`src/rtl/bfm_sync_fifo.sv`:
```
// First-word-fall-through synchronous FIFO for the IEEE1355 BFM RX/TX stores.
// Words arrive on the write port or through insert_fifo_data, which lets a bench preload words.
module bfm_sync_fifo #(
  parameter int unsigned G_DATA_WIDTH_BITS = 8,
  parameter int unsigned G_ADDR_WIDTH_BITS = 6
) (
  input  logic                         clk,
  input  logic                         rst,
  input  logic                         w_en,
  input  logic [G_DATA_WIDTH_BITS-1:0] w_data,
  input  logic                         r_en,
  output logic [G_DATA_WIDTH_BITS-1:0] r_data,
  output logic [G_ADDR_WIDTH_BITS:0]   fill_level
);

  localparam int unsigned DW    = G_DATA_WIDTH_BITS;
  localparam int unsigned AW    = G_ADDR_WIDTH_BITS;
  localparam int unsigned DEPTH = 1 << AW;

  logic [DW-1:0] mem [DEPTH];
  logic [AW-1:0] wr_ptr;
  logic [AW-1:0] rd_ptr;

  // Preload path; only the insert task below ever drives these.
  logic          ins_en;
  logic [DW-1:0] ins_data;
  logic          ins_busy;

  logic          full;
  logic          empty;
  logic          wr_req;
  logic          rd_acc;
  logic          wr_acc;
  logic [DW-1:0] wr_word;

  // Acceptance rules; a full FIFO still takes a write when a read frees a slot in the same edge.
  always_comb begin
    full    = 1'b0;
    empty   = 1'b0;
    wr_req  = 1'b0;
    rd_acc  = 1'b0;
    wr_acc  = 1'b0;
    wr_word = w_data;
    full    = (fill_level == (AW+1)'(DEPTH));
    empty   = (fill_level == '0);
    wr_req  = w_en | ins_en;
    if (!w_en) begin
      wr_word = ins_data;
    end
    rd_acc  = r_en & ~empty;
    wr_acc  = wr_req & (~full | rd_acc);
  end

  always_ff @(posedge clk) begin
    if (wr_acc) begin
      mem[wr_ptr] <= wr_word;
    end
  end

  always_ff @(posedge clk) begin
    if (rst) begin
      wr_ptr     <= '0;
      rd_ptr     <= '0;
      fill_level <= '0;
    end else begin
      if (wr_acc) begin
        wr_ptr <= wr_ptr + AW'(1);
      end
      if (rd_acc) begin
        rd_ptr <= rd_ptr + AW'(1);
      end
      if (wr_acc && !rd_acc) begin
        fill_level <= fill_level + (AW+1)'(1);
      end else if (rd_acc && !wr_acc) begin
        fill_level <= fill_level - (AW+1)'(1);
      end
    end
  end

  assign r_data = mem[rd_ptr];

  // Simulation-only preload: rides the first edge with w_en low, then releases the write path.
  task automatic insert_fifo_data(input logic [G_DATA_WIDTH_BITS-1:0] d);
    while (ins_busy == 1'b1) @(posedge clk);
    ins_busy = 1'b1;
    ins_data <= d;
    ins_en   <= 1'b1;
    @(posedge clk iff !w_en);
    ins_en   <= 1'b0;
    ins_busy = 1'b0;
  endtask

endmodule

```
`config.mk`:
```
export PLATFORM = sky130hd
export DESIGN_NAME = bfm_sync_fifo
export DESIGN_NICKNAME = d
export VERILOG_FILES = /design/src/rtl/bfm_sync_fifo.sv
export SDC_FILE = /design/constraint.sdc
export NUM_CORES = 1
export LEC_CHECK = 0
export BUFFER_PORTS_ARGS = -buffer_cell sky130_fd_sc_hd__buf_2
export CELL_PAD_IN_SITES_DETAIL_PLACEMENT = 1
export CELL_PAD_IN_SITES_GLOBAL_PLACEMENT = 2
export CORE_MARGIN = 5
export CORE_UTILIZATION = 40
export CTS_CLUSTER_SIZE = 28
export DETAILED_ROUTE_END_ITERATION = 7
export GPL_TIMING_DRIVEN = 0
export PLACE_DENSITY_LB_ADDON = 0.1
export SETUP_SLACK_MARGIN = 0.1
export SKIP_CTS_REPAIR_TIMING = 1
export SLEW_MARGIN = 20
export SYNTH_ARGS = -nofsm -noshare
export SYNTH_HDL_FRONTEND = slang
export SYNTH_SLANG_ARGS = --single-unit
export TNS_END_PERCENT = 20
```
`constraint.sdc`:
```
create_clock -name clk -period 5.7 [get_ports clk]
set_input_delay 0.285 -clock clk [delete_from_list [all_inputs] [get_ports clk]]
set_output_delay 0.285 -clock clk [all_outputs]
set_load 0.03 [all_outputs]
```
## Yosys cells after proc, flatten, opt, wreduce, memory -nomap -nowiden

Memory sizes are Yosys's and may differ from the RTL's. A register that Yosys moved wholly into a read port is not among the register bits.
Index checks and enable logic that the tools add are counted.

- Multiplexer cells: 7
- $add $sub $neg: 4
- Bitwise operators: 6
- Reduce and logical (&&, ||, !) cells: 6
- Equal/unequal tests: 1

Operators with widths:

| kind | number |
|---|---|
| two-way mux 7 bit | 2 |
| adder 6 x 1 -> 6 bit, second input constant | 2 |
| two-way mux 6 bit | 2 |
| two-way mux 8 bit | 1 |
| adder 7 x 1 -> 7 bit, second input constant | 1 |
| == test 7 bit, second input constant | 1 |
| logical NOT 7 bit | 1 |
| subtractor 7 x 1 -> 7 bit, second input constant | 1 |
| AND 1 bit | 2 |
| logical AND 1 bit | 2 |
| logical NOT 1 bit | 2 |
| two-way mux 1 bit | 2 |
| NOT 1 bit | 2 |
| bitwise OR 1 bit | 2 |
| nonzero test 2 bit | 1 |

- Input bits: 12
- Bits in writable memories: 512
- Memories: 1
- Word-level logic and storage cells: 28
- Output and inout port bits: 15
- Register bits after elaboration: 19

Memory list:

| memory | depth | bits a word | rd ports | clocked after memory_dff | wr ports | RTL line | RTL |
|---|---|---|---|---|---|---|---|
| mem | 64 | 8 | 1 | 1 | 1 | 20 | `logic [DW-1:0] mem [DEPTH];` |

## Logic depth before layout (Yosys ltp)

Gate-level depths: netlist (run 1).

- Depth after elaboration: 9
- Depth in mapped cells: 13
- Depth with buffers taken out: 10

## Worst setup path after synthesis (run 1)

OpenSTA, ideal clock, no wires.

- Path kind: reg2reg
- Start point: reg fill_level[1]
- End point: reg fill_level[5]
- Path slack: 2.687 ns
- Period minus slack after synthesis: 3.013 ns
- Data arrival time: 2.935 ns
- Required time: 5.622 ns
- Library setup time: 0.078 ns
- Path buffers: 3
- Stages on the path, launching flop included: 14
- Cells stage by stage: dfxtp_1 -> buf_6 -> or4_4 -> buf_6 -> o31ai_4 -> and2_1 -> buf_2 -> inv_1 -> ha_1 -> a211o_2 -> o311ai_0 -> nand4_1 -> and4b_1 -> nor3_1

- Longest elaborated chain between the ends: 8
- Elaborated cells on any way between the ends: 16
- Those cells by class: 2 x add/sub; 1 x eq/ne; 2 x mux; 5 x bitwise; 6 x reduce/logical

RTL lines:

| what | RTL line | RTL |
|---|---|---|
| start, declared | 13 | `output logic [G_ADDR_WIDTH_BITS:0] fill_level` |
| start signal, assigned | 73 | `fill_level <= fill_level + (AW+1)'(1);` |
| start signal, assigned | 75 | `fill_level <= fill_level - (AW+1)'(1);` |
| branches (longest 8 deep; another with subtractor 7 x 1 -> 7 bit) | -- |  |

Parallel ways; which one is timed is not known. The select of a mux whose other input is x is not followed.
A chain may end at the register's enable or synchronous reset.

==> run metrics, run 1 <==
CP startpoint kind=flop; vias in the first global route=10825; Main synth FF type=edfxtp_1; cells after synthesis=1006; Yosys reg bits=537; share of layout cells above drive strength 1=26.66%; GR Util All Layers=19.19%; Cell Chain, Critical Path=buf_2 -> buf_1 -> buf_2 -> mux4_2 -> mux2i_1 -> o221ai_1 -> buf_2; static leakage=7.228 nW; H-Tree Depth=2; syn avg cell area=20.99 µm²; Hold Vio Cnt, Final=0; port bufs=25; grt ovf=0; maximum number of pins on one net before global-route repair=65; worst slew pin tran=1.104 ns; Clk pin slew, worst setup/hold paths=0.06 ns; antenna-violating nets left=0; gpl congestion=0.7670; DR vias/cell=5.538; Cell Pwr Density=404.3 mW/mm²; Final Cycle Share=76.09%; clock buffer depth=3; hpwl dp=34820 µm; drt pass-1 iters=5; Tot Pwr=9.635 mW; final worst slack=1.363 ns; max cap viols=0; CP max stage delay=0.85 ns; critical path fanouts, max=10; Wirelength per Cell=29.86 µm; most frequent CP cell=buf_2; Slew Limit Fails=0; worst clock skew=0.01473 ns; Via Count=10063; Max Clk Rate=0.2306 GHz; diode count=0; Crit path max-delay family=buffers and inverters; # IOs=27; synth unique cells=53; core area=0.05245 mm²; Post-Place Setup Slack=1.896 ns; # rows=84; CP Capture Type=primary output; CTS tree=yes; Syn Nets=1022; layout net count=1104; CTS sink count=537; drt drc=0; synth warn=9; CP Class=reg2out; first-pass GRT wire length=78450 µm; clock latency on the worst-skew pair=0.60 ns; Rel. slew slack=26.43%; post-synth top area share=72.82%; WP buf/inv=4; post-synthesis sequential area ratio=75.19%; chip height=239.8 µm; clock root cell=clkbuf_16; Async S/R FF share, synth=0%; worst path required time=5.41 ns; Synth area leader=edfxtp_1; Synth Cell Area=0.02111 mm²; die width=239.8 µm; accumulated negative setup slack=0 ns; die area=0.05748 mm²; status=finished clean; cts bufs inserted=55; final setup fails=0; WL final=54260 µm; Initial Utilization=40.26%; Slowest-stage cell, CP=buf_1; Area Growth Syn to Fin=12.88%; initial antenna violation count=0; RSZ-0062 raised after global routing=no; EDFF count, synth=512; top area cells in the synthesized netlist=edfxtp_1 73%, mux4_2 15%, dfxtp_1 2.4%, mux2i_1 1.8%, nor2_1 1.6%; Hold Crit Class=in2reg; crit path DAT=4.05 ns; IR drop worst, VDD=0.2696 mV; Tmin final=4.337 ns; First DRT Iteration DRCs=793
-- routing by layer --
metal	vias to the layer above	global-route usage, %	share of wire (%)
li1	4319	-	-
met1	5483	28.17	46
met2	194	31.02	49
met3	67	2.337	3.6
met4	0	4.703	2.0
met5	-	0	0
-- state kept, by name (all words and copies together) (netlist names), named ones only --
name        cells
mem           512
fill_level      7
rd_ptr          6
wr_ptr          6
-- worst min-delay path, delay by kind of cell --
| kind | cells | cell delay, ns |
|---|---|---|
| multiplexers | 1 | 0.14 |
| AND/OR/NAND/NOR | 1 | 0.08 |
| buffers and inverters | 1 | 0.11 |
-- cells by family (layout without fill, tap and decap cells) --
kind of cell             Yosys count  in the layout  synth area share (%)
flip-flops                       537            537                 75.19
multiplexers                     188            188                 17.06
AND/OR/NAND/NOR                  163            163                 3.805
buffers and inverters             57            180                 1.434
AO/OA/AOI/OAI                     44             44                 1.736
XOR/XNOR                          13             13                0.5393
adder cells (fa/ha/maj)            4              4                0.2370
-- path summary, 6_finish.rpt --
path                                                 start                          to  slack (ns)  cells past startpoint
worst min register to register      rd_ptr[4]$_SDFFE_PP0N_      rd_ptr[4]$_SDFFE_PP0N_        0.56                      2
worst max-delay path                                  flop                   r_data[3]        1.36                      7
worst min-delay path                                   rst  fill_level[6]$_SDFFE_PP0P_        0.04                      3
worst max register to register  fill_level[0]$_SDFFE_PP0P_         mem[4][5]$_DFFE_PP_        2.37                      6
-- cell usage after synthesis (5+ instances only) --
master and number:
mux2i_1 37, nor2b_1 7, nor3_1 6, nand3b_1 5, nand2b_1 7, clkbuf_1 20, xor2_1 7, dfxtp_1 25
xnor2_1 6, o221ai_1 6, o22ai_1 14, mux2_2 15, nor2_1 88, edfxtp_1 512, mux4_2 136, nand3_1 9
buf_2 17, buf_4 10, nand2_1 13
-- cells in the final DEF (no fill, tap or decap), drive strengths merged, types with 3 or more instances in the layout --
cell type    n
nor2b        7
inv          3
nand3b       5
mux2        15
o221ai       6
edfxtp     512
nand2b       7
or3b         3
mux2i       37
dfxtp       25
a221oi       3
and2         4
bufinv       4
nor3         6
buf         60
nand4        4
or3          4
o311a        3
a21oi        4
clkbuf      88
nand2       17
ha           4
nand3        9
clkinv      23
xnor2        6
xor2         7
nor2        89
o22ai       14
mux4       136
-- cell type report --
| type | instances | area (µm²) |
|---|---|---|
| buffer | 55 | 296.5 |
| clock buffer | 68 | 1468 |
| clock inverter | 30 | 244.0 |
| fill | 4790 | 28610 |
| inverter | 2 | 7.507 |
| multi-input combinational | 412 | 4936 |
| sequential | 537 | 15880 |
| tap | 688 | 860.8 |
| timing repair buffer | 25 | 145.1 |
-- report_power, final --
| group | internal (mW) | switching (mW) |
|---|---|---|
| combinational | 0.782 | 0.974 |
| sequential | 4.36 | 0.0302 |
| clock | 2.00 | 1.49 |
| total | 7.14 | 2.49 |
-- stage by stage --
step                instances  hold slack [ns]  cell area (µm²)  utilization (%)
floorplan                1006           0.3839            21110                -
global placement         1719           0.5406            22100            42.14
detailed placement       1719           0.5436            22110            42.17
CTS                      1817         0.007648            23830            45.43
global route             1817          0.02472            23830            45.44
finish                   1817          0.04316            23830            45.44
Power figures use the tool's default switching activity.
==> inputs of run 2 (changes only) <==
- clock period: 5.7 -> 3.9 ns (I/O delays scaled with it)
==> run 2 against run 1 <==
  * Non-clock buffer count up 1
  * Flip-flop and latch count unchanged
  * Utilization up 0.19 points
  * Clock skew down 0.0014 ns
  * Critical path type unchanged
  * Critical endpoint is now r_data[4]
==> run metrics, run 2 (synthesis results as in run 1) <==
Slowest-stage cell, CP=buf_2; port bufs=25 (unchanged); # rows=84 (unchanged); drt pass-1 iters=4 (-1); clock buffer depth=3 (unchanged); CTS tree=yes; Cell Pwr Density=590.9 mW/mm² (+46%); Rel. slew slack=28.13% (+1.7 points); Top reg by flops=mem; share of layout cells above drive strength 1=27.79% (+1.1 points); gpl congestion=0.7670 (unchanged); hpwl dp=34820 µm (unchanged); WP buf/inv=5 (+1); GR Util All Layers=19.19% (unchanged); Hold Crit Class=in2reg; Register Area=0.01588 mm² (unchanged); WL final=54260 µm (about the same); Initial Utilization=40.26% (unchanged); clock root cell=clkbuf_16; drt drc=0 (unchanged); DR vias/cell=5.556 (+0.32%); maximum number of pins on one net before global-route repair=65 (unchanged); layout net count=1105 (+0.091%); # IOs=27 (unchanged); max cap viols=0 (unchanged); most frequent CP cell=buf_2; Via Count=10101 (+0.38%); First DRT Iteration DRCs=789 (-0.50%); Crit path max-delay family=buffers and inverters; die width=239.8 µm (unchanged); worst slew pin tran=1.075 ns (-0.02806 ns); Hold Vio Cnt, Final=0 (unchanged); Post-Place Setup Slack=0.1860 ns (-1.710 ns); Cell Chain, Critical Path=buf_2 -> buf_2 -> buf_2 -> clkbuf_4 -> nor2_1 -> a22oi_1 -> o221ai_1 -> nor3_2 -> buf_2; grt ovf=0 (unchanged); Tmin final=3.728 ns; CP startpoint kind=flop; Final Cycle Share=95.59%; Top Registers=mem x512, fill_level x7; fin cells=1818 (+0.055%); area of the multi-input gates=0.004969 mm² (+0.66%); worst clock skew=0.01337 ns (-0.001366 ns); commonest non-fill, non-tap cell in the layout=edfxtp_1; worst path required time=3.70 ns (-1.71 ns); Slew Limit Fails=0 (unchanged); final worst slack=0.1721 ns (-1.191 ns); CP max stage delay=0.37 ns (-0.48 ns); clock latency on the worst-skew pair=0.60 ns (about the same); diode count=0 (unchanged); Area Growth Syn to Fin=13.35%; status=finished clean; Wirelength per Cell=29.84 µm (about the same); critical path fanouts, max=10 (unchanged); Tot Pwr=14.14 mW (+47%); CP Class=reg2out; first-pass GRT wire length=78450 µm (unchanged); core area=0.05245 mm² (unchanged); final setup fails=0 (unchanged); H-Tree Depth=2 (unchanged); static leakage=7.272 nW (+0.61%); IR drop worst, VDD=0.3958 mV (+47%); die area=0.05748 mm² (unchanged); number of instances in the placed design=1719 (unchanged); RSZ-0062 raised after global routing=yes; cts bufs inserted=55 (unchanged); crit path DAT=3.53 ns (-0.52 ns); CTS sink count=537 (unchanged); fill cell count=4779 (-0.23%); CP Capture Type=primary output; antenna-violating nets left=0 (unchanged); initial antenna violation count=0 (unchanged); most frequent cells in the layout=512 x edfxtp_1, 136 x mux4_2, 88 x nor2_1; chip height=239.8 µm (unchanged); Clk pin slew, worst setup/hold paths=0.06 ns (about the same); max FFs per register=512 (unchanged); vias in the first global route=10825 (unchanged); Max Clk Rate=0.2682 GHz
run 2: cell types whose count changed in the layout (fill, tap and decap cells not counted), moves of 3 or more:
cell,previous run,this run
mux2i_2,0,3
buf_1,4,1
buf_4,18,12
buf_2,34,31
clkbuf_4,0,4
clkbuf_1,30,27
clkbuf_2,1,4
buf_6,4,11
mux2i_1,37,34
run 2: cell type report:
class | count | area share (%)
inverters | 2 | 0.03137
plain buffers | 55 | 1.474
multi-input cells | 412 | 20.76
flip-flops and latches | 537 | 66.34
clock buffers | 68 | 6.133
clock inverters | 30 | 1.020
repair buffers | 26 | 0.6483
well taps | 688 | 3.597
run 2: report_power, final:
| part | switching (mW) | internal [mW] | leakage, nW |
|---|---|---|---|
| combinational | 1.44 | 1.19 | 1.62 |
| sequential | 0.0441 | 6.38 | 4.82 |
| clock | 2.18 | 2.92 | 0.839 |
| total | 3.66 | 10.5 | 7.27 |
run 2: final timing paths:
path,start,end,slack [ns],depth (start not counted)
min reg2reg,rd_ptr[4]$_SDFFE_PP0N_,rd_ptr[4]$_SDFFE_PP0N_,0.56,2
min,r_en,wr_ptr[0]$_SDFFE_PP0P_,0.13,5
max,flop,r_data[4],0.17,9
max reg2reg,fill_level[0]$_SDFFE_PP0P_,mem[4][5]$_DFFE_PP_,0.57,6
run 2: metrics by stage:
step           util (%)  area, µm²  hold WS (ns)  setup TNS, ns
3_5_place_dp      42.17      22110        0.5436              0
3_3_place_gp      42.14      22100        0.5406              0
2_1_floorplan         -      21110        0.2939              0
5_1_grt           45.63      23930        0.1537              0
4_1_cts           45.43      23830      -0.08235         -2.526
6_report          45.63      23930        0.1261              0
run 2: per-layer routing:
metal / GRT usage [%] / wire, µm
met3: 2.337 / 1942
met5: 0 / 0
met2: 31.02 / 26490
met1: 28.17 / 24770
met4: 4.703 / 1049
run 2: worst reg2reg max path: stages, from the launching register on:
cell and delay, ns:
dfxtp_1 0.36, clkbuf_1 0.41, or3b_2 0.26, or3_4 0.13
buf_6 0.12, nand3_1 0.63, nor2_1 1.03
==> inputs of run 3 (changes only) <==
- ABC_AREA: default -> 1
- CORE_ASPECT_RATIO: default -> 0.7
==> run 3 against run 2 <==
  * Design area up 2.3%
  * Worst hold slack lost 0.11 ns
  * Setup slack gained 0.014 ns
  * Maximum frequency rose by 0.38%
  * Combinational power grew 120%
  * Cell count is 44% higher
  * Utilization rose by 0.081 points
  * Critical endpoint is now r_data[6]
  * Sequential share of layout area fell by 1.5 points
  * Power increased by 23%
  * Highest routed layer unchanged
  * Non-clock buffer count is 57 higher
  * Largest cell class unchanged
==> run metrics, run 3 <==
status=finished clean; antenna-violating nets left=0 (unchanged); fill cell count=5586 (+17%); crit path DAT=3.52 ns (about the same); routed wl met2=32600 µm (+23%); Clk pin slew, worst setup/hold paths=0.06 ns (about the same); Register Area=0.01588 mm² (about the same); Hold Crit Class=in2reg; WP buf/inv=3 (-2); drt pass-1 iters=5 (+1); Tmin final=3.714 ns (-0.01416 ns); commonest non-fill, non-tap cell in the layout=edfxtp_1; CP startpoint kind=flop; Post-Place Setup Slack=0.4908 ns (+0.3049 ns); clock buffer depth=3 (unchanged); Max Clk Rate=0.2693 GHz (+0.38%); Async S/R FF share, synth=0% (unchanged); Top Registers=mem x512, fill_level x7; DR vias/cell=5.789 (+4.2%); worst clock skew=0.01206 ns (-0.001311 ns); port bufs=25 (unchanged); Cell Pwr Density=708.1 mW/mm² (+20%); max cap viols=0 (unchanged); critical path fanouts, max=10 (unchanged); WL met3=6080 µm (+210%); count leader, synth=edfxtp_1; CTS sink count=537 (unchanged); Synth area leader=edfxtp_1; vias in the first global route=15013 (+39%); final setup fails=0 (unchanged); Hold Vio Cnt, Final=0 (unchanged); Synth Cell Area=0.02158 mm² (+2.2%); Main synth FF type=edfxtp_1; cts bufs inserted=54 (-1.8%); # IOs=27 (unchanged); post-synth top area share=71.25% (-1.6 points); grt ovf=0 (unchanged); top area cells in the synthesized netlist=edfxtp_1 71%, nor2_1 6.5%, o21ai_0 6.4%, o22ai_1 3.7%, nand2_1 2.6%; Crit path max-delay family=buffers and inverters; Initial Utilization=40.28% (about the same); wire length on met1=38010 µm (+53%); GR Util All Layers=26.36% (+7.2 points); maximum number of pins on one net before global-route repair=65 (unchanged); Top reg by flops=mem; first-pass GRT wire length=110800 µm (+41%); Final Cycle Share=95.23% (-0.36 points); Post-Synth XOR/XNOR Area=0% (-0.54 points); worst path required time=3.70 ns (about the same); Tot Pwr=17.34 mW (+23%); gpl congestion=0.9473 (+24%); accumulated negative setup slack=0 ns (unchanged); drt drc=0 (unchanged); simple-gate share of the synthesized area=10.70% (+6.9 points); worst slew pin tran=1.174 ns (+0.09869 ns); share of layout cells above drive strength 1=10.41% (-17 points); synth unique cells=36 (-32%); IR drop worst, VDD=0.3844 mV (-2.9%); final worst slack=0.1862 ns (+0.01416 ns); Syn Nets=1778 (+74%); Yosys reg bits=537 (unchanged); EDFF count, synth=512 (unchanged); CP Class=reg2out; combinational family with the most area after synthesis=compound AO/OA/AOI/OAI gates; clock root cell=clkbuf_16; RSZ-0062 raised after global routing=yes; # rows=71 (-15%); post-synthesis sequential area ratio=73.57% (-1.6 points); clock latency on the worst-skew pair=0.61 ns (about the same); hold_ws=0.01164 ns (-0.1144 ns); synth warn=9 (unchanged); syn avg cell area=12.25 µm² (-42%); highest metal used=met4; cells after synthesis=1762 (+75%); Cell Chain, Critical Path=buf_2 -> clkbuf_1 -> o21ai_0 -> o22ai_1 -> o21ai_0 -> o21ai_1 -> nand3_1 -> nand2_1 -> buf_2; post-synthesis mux area share=0% (-17 points); Rel. slew slack=21.43% (-6.7 points); Via Count=15197 (+50%); Area Growth Syn to Fin=13.47%; die area=0.05877 mm² (+2.2%); layout net count=1864 (+69%); die width=287.6 µm (+20%); Slew Limit Fails=0 (unchanged); Synth Area in Adders=0.2319% (-0.0051 points); Wirelength per Cell=29.69 µm (-0.52%); core area=0.05357 mm² (+2.1%); max FFs per register=512 (unchanged); static leakage=8.053 nW (+11%); hpwl dp=51740 µm (+49%); initial antenna violation count=2 (+2); chip height=204.3 µm (-15%); RR Startpoint=fill_level[4]$_SDFFE_PP0P_; Hold Path Origin=r_en; Final Util=45.71% (+0.081 points); First DRT Iteration DRCs=1643 (+110%); CP Capture Type=primary output; WL final=77930 µm (+44%); top post-synthesis cells by count=512 x edfxtp_1, 373 x nor2_1, 274 x o21ai_0; CTS tree=yes; H-Tree Depth=2 (unchanged); CP max stage delay=0.73 ns (+0.36 ns); Slowest-stage cell, CP=clkbuf_1; area of the multi-input gates=0.005087 mm² (+2.4%); post-synthesis compound-gate area fraction=12.54% (+11 points); most frequent cells in the layout=512 x edfxtp_1, 370 x nor2_1, 274 x o21ai_0
## run 3: cell count changes after synthesis, sizes merged, moves of 15 or more
cell    before  now
nand3        9   26
buf         35   50
clkbuf      20   58
mux2        15    0
nor2        89  380
a21oi        4   37
o21ai        0  333
o22ai       14  126
inv          2   32
nand2       17  156
mux2i       37    0
mux4       136    0
## run 3: cell families after synthesis
family                     Yosys count
DFF                                537
AOI/OAI and AO/OA                  502
adders and majority gates            4
buffers and inverters              142
and+or+nand+nor                    577
## run 3: worst register-to-register path: cells and delay by family, from the launching register on
kind / cells / cell delay (ns)
simple gates: 5 / 2.41
flops: 1 / 0.46
buf+inv: 1 / 0.16
## run 3: metrics by stage
stage	cell area [µm²]	instances
finish	24490	2625
global route	24480	2623
CTS	24440	2622
detailed placement	22700	2521
global placement	22620	2517
floorplan	21580	1762
## run 3: area by class of cell
cell class,instances,share of cell area [%]
flip-flops and latches,537,64.84
multi-input cells,1083,20.78
clock buffers,73,6.152
well taps,730,3.730
plain buffers,108,2.172
clock inverters,28,0.9248
repair buffers,30,0.8584
inverters,34,0.5314
diodes,2,0.02044
## run 3: worst paths after layout
check	end	slack, ns	cells after the start
worst min register to register	flop	0.49	2
worst max register to register	mem[35][3]$_DFFE_PP_	0.49	6
worst min-delay path	wr_ptr[1]$_SDFFE_PP0P_	0.01	3
worst max-delay path	r_data[6]	0.19	9
## run 3: where the power goes
group          internal [mW]  switching (mW)  leakage, nW
Combinational           1.35            4.32         2.41
Clock                   2.91            2.28        0.831
Sequential              6.39          0.0857         4.82
## run 3: layer usage
metal,GRT usage [%],vias to the layer above
li1,-,6612
met1,42.59,7931
met2,37.26,582
met3,4.526,72
met4,5.373,0
met5,0,-
